<file path="src/rtl/fetch_stage_if.sv">
// rtl/fetch_stage_if.sv - fetch stage bus: pc control, program memory data, redirect and decode handshake
interface fetch_stage_if #(
    parameter int ADDR_WIDTH  = 8,
    parameter int INSTR_WIDTH = 16
);
    logic [ADDR_WIDTH-1:0]  pc_addr;
    logic [INSTR_WIDTH-1:0] mem_dout;
    logic                   pc_inc;
    logic                   pc_jmp;
    logic [ADDR_WIDTH-1:0]  pc_addrin;
    logic                   br_req;
    logic [ADDR_WIDTH-1:0]  br_target;
    logic [INSTR_WIDTH-1:0] instr;
    logic [ADDR_WIDTH-1:0]  instr_pc;
    logic                   instr_valid;
    logic                   instr_ready;

    // Fetch stage side
    modport master (
        input  pc_addr, mem_dout, br_req, br_target, instr_ready,
        output pc_inc, pc_jmp, pc_addrin, instr, instr_pc, instr_valid
    );

    // Environment side: pc, program memory, decode/execute
    modport slave (
        output pc_addr, mem_dout, br_req, br_target, instr_ready,
        input  pc_inc, pc_jmp, pc_addrin, instr, instr_pc, instr_valid
    );
endinterface

</file>
<file path="src/rtl/fetch_stage.sv">
// rtl/fetch_stage.sv - instruction fetch with one-cycle memory latency tracking and 2-entry output queue
module fetch_stage #(
    parameter int ADDR_WIDTH  = 8,
    parameter int INSTR_WIDTH = 16
) (
    input  logic          clk,
    input  logic          rst,
    input  logic          en,
    fetch_stage_if.master bus
);

    logic [1:0]             count_q, count_d;
    logic                   rd_ptr_q, rd_ptr_d;
    logic                   wr_ptr_q, wr_ptr_d;
    logic                   inflight_vld_q, inflight_vld_d;
    logic [ADDR_WIDTH-1:0]  inflight_pc_q, inflight_pc_d;
    logic [INSTR_WIDTH-1:0] fifo_instr_q [2];
    logic [ADDR_WIDTH-1:0]  fifo_pc_q    [2];

    logic       redirect;
    logic       has_data;
    logic       pop;
    logic       push;
    logic       issue;
    logic [2:0] credit;

    // Redirect is meaningless while the block is being reset
    assign redirect = bus.br_req && !rst;
    assign has_data = (count_q != 2'd0) && !rst;

    // Slots committed after this edge: buffered words, minus the one leaving, plus the one in flight.
    // The instr_ready -> pc_inc path is deliberate so a draining queue keeps issuing every cycle.
    assign pop    = bus.instr_valid && bus.instr_ready;
    assign credit = {1'b0, count_q} + {2'b00, inflight_vld_q} - {2'b00, pop};
    assign issue  = en && !redirect && !rst && (credit < 3'd2);

    // A word returning from a pre-redirect read is dropped
    assign push = inflight_vld_q && !redirect;

    assign bus.pc_inc      = issue;
    assign bus.pc_jmp      = redirect;
    assign bus.pc_addrin   = redirect ? bus.br_target : '0;
    assign bus.instr_valid = has_data && !redirect;
    assign bus.instr       = has_data ? fifo_instr_q[rd_ptr_q] : '0;
    assign bus.instr_pc    = has_data ? fifo_pc_q[rd_ptr_q]    : '0;

    // Next-state for queue bookkeeping and the in-flight read tracker
    always_comb begin
        count_d        = count_q;
        rd_ptr_d       = rd_ptr_q;
        wr_ptr_d       = wr_ptr_q;
        inflight_vld_d = issue;
        inflight_pc_d  = issue ? bus.pc_addr : inflight_pc_q;
        if (redirect) begin
            count_d  = 2'd0;
            rd_ptr_d = 1'b0;
            wr_ptr_d = 1'b0;
        end else begin
            count_d  = count_q + {1'b0, push} - {1'b0, pop};
            rd_ptr_d = rd_ptr_q ^ pop;
            wr_ptr_d = wr_ptr_q ^ push;
        end
    end

    // State registers; reset discards both queued and in-flight words
    always_ff @(posedge clk) begin
        if (rst) begin
            count_q        <= 2'd0;
            rd_ptr_q       <= 1'b0;
            wr_ptr_q       <= 1'b0;
            inflight_vld_q <= 1'b0;
            inflight_pc_q  <= '0;
        end else begin
            count_q        <= count_d;
            rd_ptr_q       <= rd_ptr_d;
            wr_ptr_q       <= wr_ptr_d;
            inflight_vld_q <= inflight_vld_d;
            inflight_pc_q  <= inflight_pc_d;
        end
    end

    // Queue storage: capture memory data with the address it was read from
    always_ff @(posedge clk) begin
        if (rst) begin
            fifo_instr_q[0] <= '0;
            fifo_instr_q[1] <= '0;
            fifo_pc_q[0]    <= '0;
            fifo_pc_q[1]    <= '0;
        end else if (push) begin
            fifo_instr_q[wr_ptr_q] <= bus.mem_dout;
            fifo_pc_q[wr_ptr_q]    <= inflight_pc_q;
        end
    end

endmodule

</file>
<file path="src/flat_wrapper.sv">
// flat-port wrapper written by rule: the top's interface ports become plain ports
module fetch_stage_flat 
#(
    parameter int ADDR_WIDTH  = 8,
    parameter int INSTR_WIDTH = 16
)
  (clk, rst, en, bus_pc_addr, bus_mem_dout, bus_br_req, bus_br_target, bus_instr_ready, bus_pc_inc, bus_pc_jmp, bus_pc_addrin, bus_instr, bus_instr_pc, bus_instr_valid);
  fetch_stage_if #(.ADDR_WIDTH(ADDR_WIDTH), .INSTR_WIDTH(INSTR_WIDTH)) bus_i ();
  input  logic clk;
  input  logic rst;
  input  logic en;
  input wire logic [$bits(bus_i.pc_addr)-1:0] bus_pc_addr;
  input wire logic [$bits(bus_i.mem_dout)-1:0] bus_mem_dout;
  input wire logic [$bits(bus_i.br_req)-1:0] bus_br_req;
  input wire logic [$bits(bus_i.br_target)-1:0] bus_br_target;
  input wire logic [$bits(bus_i.instr_ready)-1:0] bus_instr_ready;
  output wire logic [$bits(bus_i.pc_inc)-1:0] bus_pc_inc;
  output wire logic [$bits(bus_i.pc_jmp)-1:0] bus_pc_jmp;
  output wire logic [$bits(bus_i.pc_addrin)-1:0] bus_pc_addrin;
  output wire logic [$bits(bus_i.instr)-1:0] bus_instr;
  output wire logic [$bits(bus_i.instr_pc)-1:0] bus_instr_pc;
  output wire logic [$bits(bus_i.instr_valid)-1:0] bus_instr_valid;
  assign bus_i.pc_addr = bus_pc_addr;
  assign bus_i.mem_dout = bus_mem_dout;
  assign bus_i.br_req = bus_br_req;
  assign bus_i.br_target = bus_br_target;
  assign bus_i.instr_ready = bus_instr_ready;
  assign bus_pc_inc = bus_i.pc_inc;
  assign bus_pc_jmp = bus_i.pc_jmp;
  assign bus_pc_addrin = bus_i.pc_addrin;
  assign bus_instr = bus_i.instr;
  assign bus_instr_pc = bus_i.instr_pc;
  assign bus_instr_valid = bus_i.instr_valid;
  fetch_stage #(.ADDR_WIDTH(ADDR_WIDTH), .INSTR_WIDTH(INSTR_WIDTH)) u_core (.clk(clk), .rst(rst), .en(en), .bus(bus_i));
endmodule
</file>
<file path="config.mk">
export PLATFORM = sky130hd
export DESIGN_NAME = fetch_stage_flat
export DESIGN_NICKNAME = d
export VERILOG_FILES = /design/src/rtl/fetch_stage_if.sv /design/src/rtl/fetch_stage.sv /design/src/flat_wrapper.sv
export SDC_FILE = /design/constraint.sdc
export NUM_CORES = 1
export LEC_CHECK = 0
export ABC_AREA = 1
export CAP_MARGIN = 20
export CORE_ASPECT_RATIO = 2
export CORE_MARGIN = 4
export CORE_UTILIZATION = 25
export DETAILED_ROUTE_END_ITERATION = 6
export GPL_ROUTABILITY_DRIVEN = 0
export GPL_TIMING_DRIVEN = 0
export PLACE_DENSITY = 0.44
export SLEW_MARGIN = 20
export SYNTH_ARGS = -nofsm -noshare
export SYNTH_HDL_FRONTEND = slang
export SYNTH_SLANG_ARGS = --single-unit
</file>
<file path="constraint.sdc">
create_clock -name clk -period 5.8 [get_ports clk]
set_clock_uncertainty 0.1 [all_clocks]
set_input_delay 0.58 -clock clk [delete_from_list [all_inputs] [get_ports clk]]
set_output_delay 0.58 -clock clk [all_outputs]
set_load 0.02 [all_outputs]
</file>
==> flow_summary.toml <==
[clock_network]
cts.htree.levels = 3
clock_latency_ps = 320
clockBufferDepth = 2
cts_hold_buf = 0
numCtsBuffers = 9
post_cts_buffers = 0
cts_root_buf = "clkbuf_16"
cts.clk_slew.worst_paths_ps = 50
cts-resized-gates = 0
cts_num_sinks = 61
cts_tree = "yes"

[critical_path]
cp_slowest_cell = "clkdlybuf4s50_1"
critPathRequiredTime_ps = 5120
cp.depth = 13
path_delay_family = "buffers and inverters"
path_max_fanout = 10
max_stage_delay_ps = 600
crit_chain = "clkdlybuf4s50_1, nor2_4, nand3_1, inv_1, ha_1, inv_1, nand2_1, fa_1, nand2_1, nor2_8, buf_8, and2_1, clkdlybuf4s50_1"
reg2reg_depth = 13
cp.arrival_ps = 3590
cp-start-kind = "input pin"
worstSetupPathType = "in2out"
crit_path_end_kind = "output pin"
crit_buf_inv = 5

[grt]
use_met3_pct = 2.30
grt_max_degree = 25
use_met1_pct = 9.27
grt_pass1_wl_um = 11200
top_usage_layer = "met2"
use_met2_pct = 21.3
antenna_found_initial = 0
grt_overflow = 0
grt_pass1_vias = 2379
grt_use_total_pct = 10.5

[synth]
yosysTopAreaCellShare_pct = 47.0
synth.avg_cell_area_sq_um = 8.32
syn_nets = 410
synthTopCellsByArea = "edfxtp_1, nand2_1, inv_1"
yosysTopAreaCell = "edfxtp_1"
synth-seq-area-share_pct = 55.4
synthArstFlopShare_pct = 0
synth_edf_count = 48
synth.distinct_cells = 27
netlist_area_sq_um = 3070
synthFlopType = "edfxtp_1"
yosys_warnings = 0
ys_seq_elements = 61
netlist_instances = 369

[floorplanning]
io_pins = 72
rows = 57
die_y_um = 165
die_w_um = 86.3
core_sq_um = 12100
dieArea_sq_um = 14200
initial_core_util_pct = 25.3

[sta]
final_period_minus_worst_setup_slack_ps = 4270
max_freq_mhz = 234
setup_tns_ps = 0
min_period_over_period_pct = 73.6
worst_pin_slew_ps = 639
rsz0062_at_grt = "no"
drv_slew = 0
final_hold_viol_count = 0
slew_headroom_pct = 57.2
setup_violations = 0

[cells_and_area]
n_antenna_cell = 0
drive_gt1_share_pct = 9.21
stdcell_count = 603
final_common_cell = "nand2_1"
area_growth_pct = 39.5
mostFrequentLayoutCells = "nand2_1, inv_1, clkdlybuf4s50_1"
nets = 492

[run]
maxCapViolCount = 0

[min_path]
worstHoldPathType = "reg2reg"
whs_path_depth = 2

[power_and_ir_drop]
p_leak_nw = 2.07
ir_worst_vdd_mv = 0.130
pwr_density_cell_nw_per_um2 = 263

[detailed_routing]
drc = 0
drtIter0Drc = 77
vias = 2363
via_per_inst = 3.92
wl_um = 7060
firstDrtPassIters = 6
ant_nets = 0
wl_per_cell_um = 11.7

[place]
numPortBuffers = 71
dp_hpwl_um = 5290
placed_cells = 587

[outcome]
outcome = "completed"
==> worst paths after layout <==
| kind | from | endpoint | slack, ps |
|---|---|---|---|
| max | rst | bus_pc_inc | 1530 |
| min | u_core.inflight_pc_q[1]$_SDFFE_PP0P_ | u_core.inflight_pc_q[1]$_SDFFE_PP0P_ | 380 |
| max reg2reg | u_core.count_q[1]$_SDFF_PP0_ | u_core.inflight_pc_q[5]$_SDFFE_PP0P_ | 3380 |
| min reg2reg | u_core.inflight_pc_q[1]$_SDFFE_PP0P_ | u_core.inflight_pc_q[1]$_SDFFE_PP0P_ | 380 |
==> power by group <==
group / internal, mW / switching, mW / leakage (nW) / total [mW]
logic: 0.0410 / 0.0436 / 1.32 / 0.0846
clock network: 0.367 / 0.179 / 0.152 / 0.545
registers: 0.489 / 0.00573 / 0.598 / 0.494
==> flip-flops by register name, indices dropped and copies added (netlist names) <==
signal / count
u_core.count_q: 2
u_core.rd_ptr_q: 1
u_core.inflight_vld_q: 1
u_core.fifo_pc_q: 16
u_core.wr_ptr_q: 1
u_core.fifo_instr_q: 32
u_core.inflight_pc_q: 8
==> worst min-delay path, cell delays in order (launching register included) <==
cell	delay [ps]
dfxtp_1	330
a21oi_1	40
nor2_1	80
==> logic make-up (layout without fill, tap and decap cells) <==
logic type      Yosys count  count (layout)  share of synthesized area [%]
buf+inv                  91             178                           13.1
flops                    61              61                           55.4
compound gates            8               8                           1.43
fa+ha+maj                 4               4                           1.88
xor+xnor                  1               1                          0.285
simple gates            204             204                           27.8
==> cell usage after synthesis (2+ instances only) <==
| master | count |
|---|---|
| a21oi_1 | 7 |
| nand2_1 | 115 |
| inv_1 | 74 |
| nor2_2 | 2 |
| nor2_1 | 68 |
| buf_6 | 3 |
| edfxtp_1 | 48 |
| inv_2 | 3 |
| nand3_1 | 10 |
| dfxtp_1 | 13 |
| buf_2 | 5 |
| buf_4 | 3 |
| and2_1 | 2 |
| ha_1 | 3 |
==> cell type report <==
class / instances / area [sq um]
multi-input cells: 217 / 970
clock buffers: 13 / 270
repair buffers: 71 / 711
flip-flops and latches: 61 / 1700
well taps: 147 / 184
plain buffers: 14 / 114
fillers: 1319 / 7840
inverters: 77 / 289
clock inverters: 3 / 42.5
==> per-layer routing <==
layer | up-vias | share of wire, %
li1 | 1259 | -
met1 | 1049 | 35
met2 | 43 | 59
met3 | 12 | 3.9
met4 | 0 | 2.6
met5 | - | 0
==> per-stage QoR <==
| stage | total power, mW | area, sq um | utilization, % | hold WS, ps | setup WS (ps) |
|---|---|---|---|---|---|
| global route | 1.16 | 4280 | 35.3 | 413 | 1350 |
| detailed placement | 0.589 | 3970 | 32.7 | 373 | 1510 |
| global placement | 0.588 | 3960 | 32.7 | 363 | 1520 |
| finish | 1.12 | 4280 | 35.3 | 383 | 1530 |
| floorplan | 0.544 | 3070 | - | 352 | 2740 |
| CTS | 1.14 | 4280 | 35.3 | 387 | 1490 |
Power figures use the tool's default switching activity.
